$ cat src/rtl/instr_fetch_unit.sv
// ============================================================================
// Module      : instr_fetch_unit
// Description : Owns the PC, fetches 32-bit words over a req/ack handshake and
//               holds each one stable for the decode controller.
// Revision    : 1.0 - initial release
// ============================================================================
`default_nettype none

module instr_fetch_unit #(
  parameter int               ADDR_W      = 16,
  parameter logic [ADDR_W-1:0] RESET_PC   = '0,
  parameter logic [9:0]       HALT_OPCODE = 10'h3FF,
  parameter int               TIMEOUT     = 15
) (
  input  logic              clk,
  input  logic              rst,
  output logic              imem_req,
  output logic [ADDR_W-1:0] imem_addr,
  input  logic              imem_ack,
  input  logic [31:0]       imem_rdata,
  output logic [31:0]       instruction,
  output logic [9:0]        opcode,
  output logic              instr_valid,
  input  logic              instr_done,
  input  logic              branch,
  input  logic [18:0]       branch_offset,
  output logic [ADDR_W-1:0] pc,
  output logic              halted,
  output logic              fetch_error
);

  typedef enum logic [1:0] {
    REQ    = 2'd0,
    ISSUE  = 2'd1,
    HALTED = 2'd2
  } state_t;

  localparam logic [7:0] TIMEOUT_CNT = 8'(TIMEOUT);

  state_t            state, state_nx;
  logic [7:0]        cnt, cnt_nx, cnt_inc;
  logic [ADDR_W-1:0] pc_nx, addr_nx, off_bytes, pc_target;
  logic              req_nx, valid_nx, halted_nx, error_nx;
  logic [31:0]       instr_nx;
  logic [9:0]        opcode_nx;

  // Word offset sign-extended well past ADDR_W, scaled to bytes, then cut to ADDR_W.
  assign off_bytes = ADDR_W'({{ADDR_W{branch_offset[18]}}, branch_offset, 2'b00});
  assign pc_target = branch ? (pc + off_bytes) : (pc + ADDR_W'(4));
  assign cnt_inc   = cnt + 8'd1;

  always_comb begin
    state_nx  = state;
    cnt_nx    = cnt;
    pc_nx     = pc;
    addr_nx   = imem_addr;
    req_nx    = imem_req;
    instr_nx  = instruction;
    opcode_nx = opcode;
    valid_nx  = instr_valid;
    halted_nx = halted;
    error_nx  = fetch_error;
    case (state)
      REQ: begin
        if (!imem_req) begin
          // First cycle out of reset: launch the request, nothing to sample yet.
          req_nx  = 1'b1;
          addr_nx = pc;
        end else if (imem_ack) begin
          instr_nx  = imem_rdata;
          opcode_nx = imem_rdata[31:22];
          req_nx    = 1'b0;
          cnt_nx    = 8'd0;
          if (imem_rdata[31:22] == HALT_OPCODE) begin
            state_nx  = HALTED;
            halted_nx = 1'b1;
          end else begin
            state_nx = ISSUE;
            valid_nx = 1'b1;
          end
        end else begin
          cnt_nx = cnt_inc;
          if (cnt_inc == TIMEOUT_CNT) begin
            error_nx = 1'b1;
            req_nx   = 1'b0;
            state_nx = HALTED;
          end
        end
      end
      ISSUE: begin
        if (instr_done) begin
          valid_nx = 1'b0;
          state_nx = REQ;
          pc_nx    = pc_target;
          addr_nx  = pc_target;
          req_nx   = 1'b1;
        end
      end
      HALTED: begin
        req_nx   = 1'b0;
        valid_nx = 1'b0;
      end
      default: state_nx = REQ;
    endcase
  end

  always_ff @(posedge clk or posedge rst) begin
    if (rst) begin
      state       <= REQ;
      cnt         <= 8'd0;
      pc          <= RESET_PC;
      imem_addr   <= RESET_PC;
      imem_req    <= 1'b0;
      instruction <= 32'd0;
      opcode      <= 10'd0;
      instr_valid <= 1'b0;
      halted      <= 1'b0;
      fetch_error <= 1'b0;
    end else begin
      state       <= state_nx;
      cnt         <= cnt_nx;
      pc          <= pc_nx;
      imem_addr   <= addr_nx;
      imem_req    <= req_nx;
      instruction <= instr_nx;
      opcode      <= opcode_nx;
      instr_valid <= valid_nx;
      halted      <= halted_nx;
      fetch_error <= error_nx;
    end
  end

endmodule

`default_nettype wire
$ cat config.mk
export PLATFORM = sky130hd
export DESIGN_NAME = instr_fetch_unit
export DESIGN_NICKNAME = d
export VERILOG_FILES = /design/src/rtl/instr_fetch_unit.sv
export SDC_FILE = /design/constraint.sdc
export NUM_CORES = 1
export LEC_CHECK = 0
export CORE_MARGIN = 1.5
export CORE_UTILIZATION = 40
export CTS_CLUSTER_SIZE = 8
export DETAILED_ROUTE_END_ITERATION = 16
export GPL_ROUTABILITY_DRIVEN = 0
export PLACE_DENSITY = 0.75
export SYNTH_ARGS = -nofsm -noshare
export SYNTH_HDL_FRONTEND = slang
export SYNTH_SLANG_ARGS = --single-unit
$ cat constraint.sdc
create_clock -name clk -period 2.5 [get_ports clk]
set_input_delay 0.5 -clock clk [delete_from_list [all_inputs] [get_ports clk]]
set_output_delay 0.5 -clock clk [all_outputs]
set_load 0.02 [all_outputs]
==> implementation parameters, run 1 <==
Parameter                              Value

Status
  Run status ... finished clean

Hold path
  Type of the most critical hold path ... reg -> reg
  Hold Path Depth ... 1
  End point of the worst hold path ... halted
  Hold path startpoint ... halted

Global route
  Number of antenna violations at the first check in global routing ... 0
  Via count of the first global-routing pass ... 3,341
  Wire length of the first global-routing pass ... ~16,000 µm
  Pin count of the biggest net entering global routing ... 75
  Overall global routing resource usage ... 18.1%
  Remaining Overflow, GRT ... 0

Setup path
  Standard cell with the maximum stage delay on the critical path ... sky130_fd_sc_hd__or4_1
  Crit path largest cell delay ... 0.49 ns
  Reg2Reg Depth ... 6
  RR Startpoint ... pc[12]
  Kind of capture point of the worst setup path ... register
  Kind of start point of the critical path ... primary input
  WP data arrival ... 2.65 ns
  Largest fanout on the critical path ... 7
  Kind of cell adding the most delay to the critical path ... compound AO/OA/AOI/OAI gates
  Critical Path, Cell by Cell ... dlygate4sd2_1 -> buf_6 -> and2_1 -> ha_1 -> a21o_1 -> or4_1 -> o22ai_2 -> xnor2_1 -> a221o_1
  Worst setup path class ... in -> reg
  Flop2flop setup slack ... about 0.33 ns
  Bufs and invs on worst path ... 2
  Required time of the critical path ... approximately 2.7 ns
  Reg-to-reg endpoint ... imem_addr[13]

Detailed routing
  DRC violation total after the first TritonRoute iteration ... 80
  Drc violations ... 0
  Vias per Instance ... 5.00
  Total length of routed wires ... 9740 µm
  Detailed-routing iteration count for the pre-antenna-repair pass ... 5
  Remaining antenna violation count after routing ... 0
  Overall via count from detail_route ... around 3,400
  Wire per inst ... 14.5 µm

Die
  Num ports ... 134
  Die area ... 0.0109 mm²
  Core Area ... between 0.009 and 0.01 mm²
  Die outline width ... about 100 µm
  Die span in y ... 104 µm
  Initial Utilization ... 41.6%
  Placement row count ... 36

CTS
  Worst-case clock buffer depth ... 2
  Clock root buffer master ... sky130_fd_sc_hd__clkbuf_8
  Worst-skew pair later-pin latency ... ~0.34 ns
  Clock tree from TritonCTS ... built
  Clock slew at reported path FFs ... 0.07 ns
  Post-CTS setup repair buffer count ... 0
  Sink Count ... 74
  Number of clock buffers inserted by TritonCTS ... 9
  H-tree level count ... 3

Yosys
  Leading post-synthesis cells by cell area ... sky130_fd_sc_hd__dfrtp_1 45%, sky130_fd_sc_hd__mux2_2 11%, sky130_fd_sc_hd__ha_1 5.8%
  Mean post-synth cell area ... 10.4 µm²
  Adder-cell share of the synthesized area ... 6.29%
  Synthesized flop and latch total ... 74
  Library cell occupying the most area in the post-synthesis netlist ... sky130_fd_sc_hd__dfrtp_1
  Library cell with the highest instance count after synthesis ... sky130_fd_sc_hd__dfrtp_1
  Predominant post-synthesis flop cell ... sky130_fd_sc_hd__dfrtp_1
  Async set or reset register ratio after synthesis ... between 90% and 100%
  Count of warnings emitted by yosys ... 0
  Synth unique cells ... between 40 and 50
  Synth Instances ... 396
  Simple-gate share of the synthesized area ... 13.2%
  Top cell types by occurrence after synthesis ... 74 x sky130_fd_sc_hd__dfrtp_1, 40 x sky130_fd_sc_hd__mux2_2, 37 x sky130_fd_sc_hd__nand2_1
  Xor and xnor fraction of the mapped netlist area ... 2.99%
  Part of the Yosys area used for sequential elements ... a little under half
  Portion of netlist area occupied by mux cells ... around 14%
  Area share of the leading cell type in the synthesized netlist ... 45.2%
  Dominant combinational cell family by area after synthesis ... multiplexers
  Count of flip-flops with a built-in enable after synthesis ... 0
  Cell area after technology mapping ... 0.00410 mm²
  Area fraction in compound gates after synthesis ... 12.7%

STA
  Skew final ... 0.00712 ns
  Final hold slack ... 0.471 ns
  # setup viols final ... 0
  Final Hold Viols ... 0
  Maximum achievable frequency ... 412 MHz
  Fraction of the cycle the final worst path needs ... 97.1%
  Pins Over Slew Limit ... 0
  Final critical path time including I/O delays and setup ... 2.43 ns
  Final total negative setup slack ... 0 ns
  Unrepaired setup endpoints after global routing ... false

Layout
  Area growth from synthesis to layout ... 43.8%
  Share of final-layout standard cells stronger than drive strength 1 ... 20.0%
  Final cell area excluding filler cells ... ~0.006 mm²
  Net total in the final layout ... 610
  Diodes inserted ... 0

Pwr
  Power density cells ... 1330 mW/mm²
  Highest ir drop seen on vdd ... roughly 0.6 mV
  Leakage ... 2.57 nW

Run
  Max Cap Violations ... 0

Placement
  Cell area reported after detailed placement ... 0.00562 mm²
  Half-perimeter wire length after detailed placement ... 7250 µm
  Count of buffers from port buffering ... 124
-- how the worst max path moves through the flow --
stage	start	end	cells past startpoint
after global placement	branch	imem_addr[12]	11
after CTS	branch_offset[0]	imem_addr[12]	10
after floorplan	branch	imem_addr[12]	9
final	branch	imem_addr[13]	9
after detailed placement	branch	imem_addr[12]	9
after global routing	branch	imem_addr[11]	11
-- cell families (layout without fill, tap and decap cells) --
kind of cell             after synthesis  in the layout
other                                  1              4
AO/OA/AOI/OAI                         79             79
AND/OR/NAND/NOR                      109            109
multiplexers                          51             51
flip-flops                            74             74
buffers and inverters                 48            188
adder cells (fa/ha/maj)               20             20
XOR/XNOR                              14             14
-- metal layers --
metal / routed length (µm) / global-route usage [%] / vias up
met3: 379 / 4.14 / 15
met2: 4920 / 31.1 / 83
met4: 233 / 6.75 / 0
met1: 4200 / 22.3 / 1616
li1: - / - / 1649
met5: 0 / 0 / -
-- sequential cells by signal, indices dropped and copies added, names as in the netlist --
name         cells
cnt              8
fetch_error      1
halted           1
imem_addr       14
imem_req         1
instr_valid      1
instruction     32
pc              14
state            2
-- metrics by stage --
| stage | std cells | worst slack, ns | power [mW] | utilization [%] |
|---|---|---|---|---|
| 2_1_floorplan | 399 | 0.0488 | 4.95 | - |
| 3_3_place_gp | 655 | -0.442 | 6.68 | 56.9 |
| 3_5_place_dp | 655 | -0.483 | 6.82 | 56.9 |
| 4_1_cts | 672 | 0.0647 | 7.91 | 59.4 |
| 5_1_grt | 672 | 0.00482 | 8.40 | 59.8 |
| 6_report | 672 | 0.0727 | 7.86 | 59.8 |
-- area by class of cell --
cell class                 count  area (µm²)
tap                          133         166
fill                         834        3970
inverter                      12        45.0
timing repair buffer         160        1540
multi-input combinational    277        2070
clock inverter                 6        88.8
clock buffer                  10         138
sequential                    74        1850
-- power breakdown --
part	switching (mW)	internal, mW	total (mW)
combinational	2.26	2.30	4.56
clock	0.453	0.591	1.04
sequential	0.477	1.78	2.25
total	3.19	4.67	7.86
-- layout by cell type (no fill, tap or decap), types with 6 or more instances in the layout --
| cell | n |
|---|---|
| sky130_fd_sc_hd__ha_1 | 18 |
| sky130_fd_sc_hd__o21ai_0 | 21 |
| sky130_fd_sc_hd__nor3b_1 | 7 |
| sky130_fd_sc_hd__a21oi_1 | 13 |
| sky130_fd_sc_hd__clkdlybuf4s50_1 | 123 |
| sky130_fd_sc_hd__nor2_1 | 16 |
| sky130_fd_sc_hd__clkbuf_8 | 10 |
| sky130_fd_sc_hd__dfrtp_1 | 74 |
| sky130_fd_sc_hd__nand2_1 | 37 |
| sky130_fd_sc_hd__and2_1 | 12 |
| sky130_fd_sc_hd__mux2i_1 | 9 |
| sky130_fd_sc_hd__xnor2_1 | 6 |
| sky130_fd_sc_hd__nor3_1 | 7 |
| sky130_fd_sc_hd__mux2_2 | 40 |
| sky130_fd_sc_hd__nand3_1 | 11 |
| sky130_fd_sc_hd__inv_1 | 11 |
| sky130_fd_sc_hd__buf_4 | 32 |
| sky130_fd_sc_hd__xor2_1 | 8 |
-- what timing repair did --
item,CTS,global route
setup endpoints to repair,10,8
gates resized for setup,5,5
cloned,1,0
hold buffers,0,0
endpoints found under the hold margin,0,0
pin swaps,4,1
Note: power is estimated with default switching activity, not from simulation.
==> run 2, diff against run 1 <==
- ABC_AREA: unset -> 1
- CORE_UTILIZATION: 40 -> 42
- PLACE_DENSITY: 0.75 -> 0.77
==> run 2 against run 1 <==
  * Non-clock buffer count down 18
  * Largest cell class unchanged
  * Flip-flop and latch count unchanged
  * Area after synthesis up 3.3%
  * Final cell count up 13%
  * Core utilization up 0.14 points
  * Combinational power down 2%
  * Wire length up 4.9%
  * Critical path depth up 6
  * Synthesized cell count up 24%
==> implementation parameters, run 2 <==
Parameter                              Value

Layout
  Fillcell total ... 853
  Area taken by multi-input logic gates ... between 0.0015 and 0.002 mm²
  Share of final-layout standard cells stronger than drive strength 1 ... between 10% and 20%
  Largest registers ... instruction x32, imem_addr x14, pc x14
  Top reg by flops ... instruction
  Most frequent standard cell in the layout excluding fill and tap cells ... sky130_fd_sc_hd__nand2_1
  Area growth from synthesis to layout ... 38.3%
  Net total in the final layout ... 700
  Commonest cells after routing, fill and taps aside ... 148 x sky130_fd_sc_hd__nand2_1, 124 x sky130_fd_sc_hd__clkdlybuf4s50_1, 74 x sky130_fd_sc_hd__dfrtp_1
  Diodes inserted ... 0
  Largest register FFs ... 32
  Area taken by flip-flops and latches ... 0.00185 mm²

Global route
  Remaining Overflow, GRT ... 0
  Pin count of the biggest net entering global routing ... 75
  Number of antenna violations at the first check in global routing ... 0
  Via count of the first global-routing pass ... 3,580
  Wire length of the first global-routing pass ... 16,200 µm
  Overall global routing resource usage ... 19.6%

STA
  Slew of the pin with the lowest slew margin ... 0.584 ns
  Fraction of the cycle the final worst path needs ... 92.0%
  Final critical path time including I/O delays and setup ... about 2.3 ns
  Pins Over Slew Limit ... 0
  Maximum achievable frequency ... 435 MHz
  Final worst-path setup slack ... around 0.2 ns
  # setup viols final ... 0
  Final hold slack ... just under 0.5 ns
  Headroom to the max-slew limit ... about three fifths
  Final Hold Viols ... 0
  Unrepaired setup endpoints after global routing ... false
  Skew final ... 0.0100 ns

Setup path
  Reg-to-reg endpoint ... imem_addr[4]
  Largest fanout on the critical path ... 12
  Kind of capture point of the worst setup path ... register
  Standard cell with the maximum stage delay on the critical path ... sky130_fd_sc_hd__clkdlybuf4s50_1
  Kind of start point of the critical path ... primary input
  RR Startpoint ... state[0]
  Library cell appearing most often on the critical path ... sky130_fd_sc_hd__nand2_1
  Bufs and invs on worst path ... 3
  WP data arrival ... 2.54 ns
  Worst setup path class ... in -> reg
  Flop2flop setup slack ... approximately 0.48 ns
  Required time of the critical path ... 2.74 ns
  Critical Path, Cell by Cell ... clkdlybuf4s50_1 -> buf_4 -> nand2_1 -> inv_1 -> ha_1 -> a21oi_1 -> nand2_1 -> nand2_1 -> nand2_1 -> nand2_1 -> nand2_1 -> nand2_1 -> nand3_1 -> nand2_1 -> nand2_1
  Kind of cell adding the most delay to the critical path ... simple AND/OR/NAND/NOR gates
  Crit path largest cell delay ... 0.49 ns
  Reg2Reg Depth ... 9

Yosys
  Library cell with the highest instance count after synthesis ... sky130_fd_sc_hd__nand2_1
  Library cell occupying the most area in the post-synthesis netlist ... sky130_fd_sc_hd__dfrtp_1
  Count of warnings emitted by yosys ... 0
  Top cell types by occurrence after synthesis ... 148 x sky130_fd_sc_hd__nand2_1, 74 x sky130_fd_sc_hd__dfrtp_1, 54 x sky130_fd_sc_hd__inv_1
  Leading post-synthesis cells by cell area ... sky130_fd_sc_hd__dfrtp_1 44%, sky130_fd_sc_hd__nand2_1 13%, sky130_fd_sc_hd__mux2_4 8.9%
  Count of flip-flops with a built-in enable after synthesis ... 0
  Part of the Yosys area used for sequential elements ... 43.7%
  Predominant post-synthesis flop cell ... sky130_fd_sc_hd__dfrtp_1
  Synth Instances ... 493
  Mean post-synth cell area ... between 8 and 9 µm²
  Area share of the leading cell type in the synthesized netlist ... 43.7%
  Synth unique cells ... 36
  Cell area after technology mapping ... around 0.0042 mm²
  Synthesized flop and latch total ... 74
  Async set or reset register ratio after synthesis ... 100%

Detailed routing
  Overall via count from detail_route ... 3,676
  Drc violations ... 0
  Wire per inst ... 13.4 µm
  Vias per Instance ... 4.82
  Total length of routed wires ... 10,200 µm
  Detailed-routing iteration count for the pre-antenna-repair pass ... 5
  Remaining antenna violation count after routing ... 0
  DRC violation total after the first TritonRoute iteration ... 125

Pwr
  Logic pwr share ... 57.8%
  Net switching component of the power ... roughly 3.2 mW
  Cell internal pwr ... between 4 and 5 mW
  Leakage ... 2.95 nW
  Highest ir drop seen on vdd ... between 0.5 and 0.6 mV
  Sequential fraction of design power ... ~28%
  Power density cells ... 1320 mW/mm²
  Switching share of total power ... around two fifths
  Clock network fraction of design power ... 14.0%

Die
  Placement row count ... 36
  Die span in y ... 103 µm
  Core Area ... ~0.01 mm²
  Die area ... 0.0107 mm²
  Die outline width ... 103 µm
  Num ports ... 134
  Initial Utilization ... 43.3%

Status
  Run status ... finished clean

Hold path
  End point of the worst hold path ... imem_addr[12]
  Hold Path Depth ... 2
  Type of the most critical hold path ... reg -> reg
  Hold path startpoint ... imem_addr[12]

CTS
  H-tree level count ... 3
  Worst-skew pair later-pin latency ... between 0.3 and 0.4 ns
  Worst-case clock buffer depth ... 2
  Clock tree from TritonCTS ... built
  Clock root buffer master ... sky130_fd_sc_hd__clkbuf_8
  Clock slew at reported path FFs ... 0.07 ns
  Sink Count ... 74
  Number of clock buffers inserted by TritonCTS ... 9
  Quantity of hold-fixing buffers added after cts ... 0
  Post-CTS setup repair buffer count ... 0

Placement
  Setup slack after placement ... -0.155 ns
  Count of buffers from port buffering ... between 100 and 150
  Half-perimeter wire length after detailed placement ... 7630 µm

Run
  Max Cap Violations ... 0
-- run 2: routing by layer --
metal  share of wire, %  routed length (µm)  vias to the layer above  global-route usage [%]
met5                  0                   0                        -                       0
met1                 42                4320                     1685                    23.3
met4                2.0                 201                        0                    8.42
met3                8.2                 835                       15                    3.76
li1                   -                   -                     1822                       -
met2                 47                4850                      154                    34.6
-- run 2: kinds of logic after synthesis --
family / synth area share, %
mux: 10.2
simple gates: 21.5
other cells: 0.0885
flops: 43.7
fa+ha+maj: 6.09
compound gates: 7.36
xor+xnor: 1.65
buf+inv: 9.42
-- run 2: how the worst max path moves through the flow --
stage / start / slack, ns / end / depth (start not counted)
3_5_place_dp: branch / -0.16 / imem_addr[15] / 15
2_1_floorplan: rst / 0.12 / cnt[0] / 1
4_1_cts: branch / 0.22 / imem_addr[11] / 15
5_1_grt: branch / 0.01 / pc[15] / 15
3_3_place_gp: branch_offset[0] / -0.07 / imem_addr[12] / 15
6_report: branch / 0.20 / imem_addr[11] / 15
-- run 2: area by class of cell --
class	instances	share of cell area, %
Multi-Input combinational cell	340	34.1
Clock inverter	4	1.24
Sequential cell	74	31.6
Tap cell	133	2.84
Timing Repair Buffer	142	23.7
Inverter	57	3.70
Clock buffer	12	2.82
-- run 2: worst reg2reg max path, stage by stage, from the launching register on --
cell and delay [ns]:
sky130_fd_sc_hd__dfrtp_1 0.41, sky130_fd_sc_hd__inv_1 0.08, sky130_fd_sc_hd__ha_1 0.28, sky130_fd_sc_hd__nand2_2 0.13, sky130_fd_sc_hd__inv_4 0.07, sky130_fd_sc_hd__nor3_4 0.33
sky130_fd_sc_hd__inv_2 0.26, sky130_fd_sc_hd__a21oi_1 0.18, sky130_fd_sc_hd__o21ai_0 0.09, sky130_fd_sc_hd__o21a_1 0.10
-- run 2: power by group through the flow --
stage               sequential, mW  combinational (mW)  clock, mW
finish                        2.18                4.48       1.09
CTS                           2.18                4.50       1.11
global route                  2.26                4.89       1.17
global placement              2.16                4.39          0
detailed placement            2.20                4.47          0
floorplan                     2.72                2.28          0
-- run 2: repair_timing --
action                                 4_1_cts  5_1_grt
setup endpoints to repair                    0        2
endpoints found under the hold margin        0        0
gates resized for setup                      0        0
-- run 2: through the flow --
step / util [%] / instance area, µm² / total power [mW] / TNS, ns / cells
after floorplan: - / 4250 / 5.00 / 0 / 496
after global placement: 57.5 / 5620 / 6.55 / -0.424 / 746
after detailed placement: 57.5 / 5620 / 6.67 / -1.22 / 746
after CTS: 59.9 / 5860 / 7.80 / 0 / 762
after global routing: 59.9 / 5860 / 8.32 / 0 / 762
final: 59.9 / 5860 / 7.75 / 0 / 762
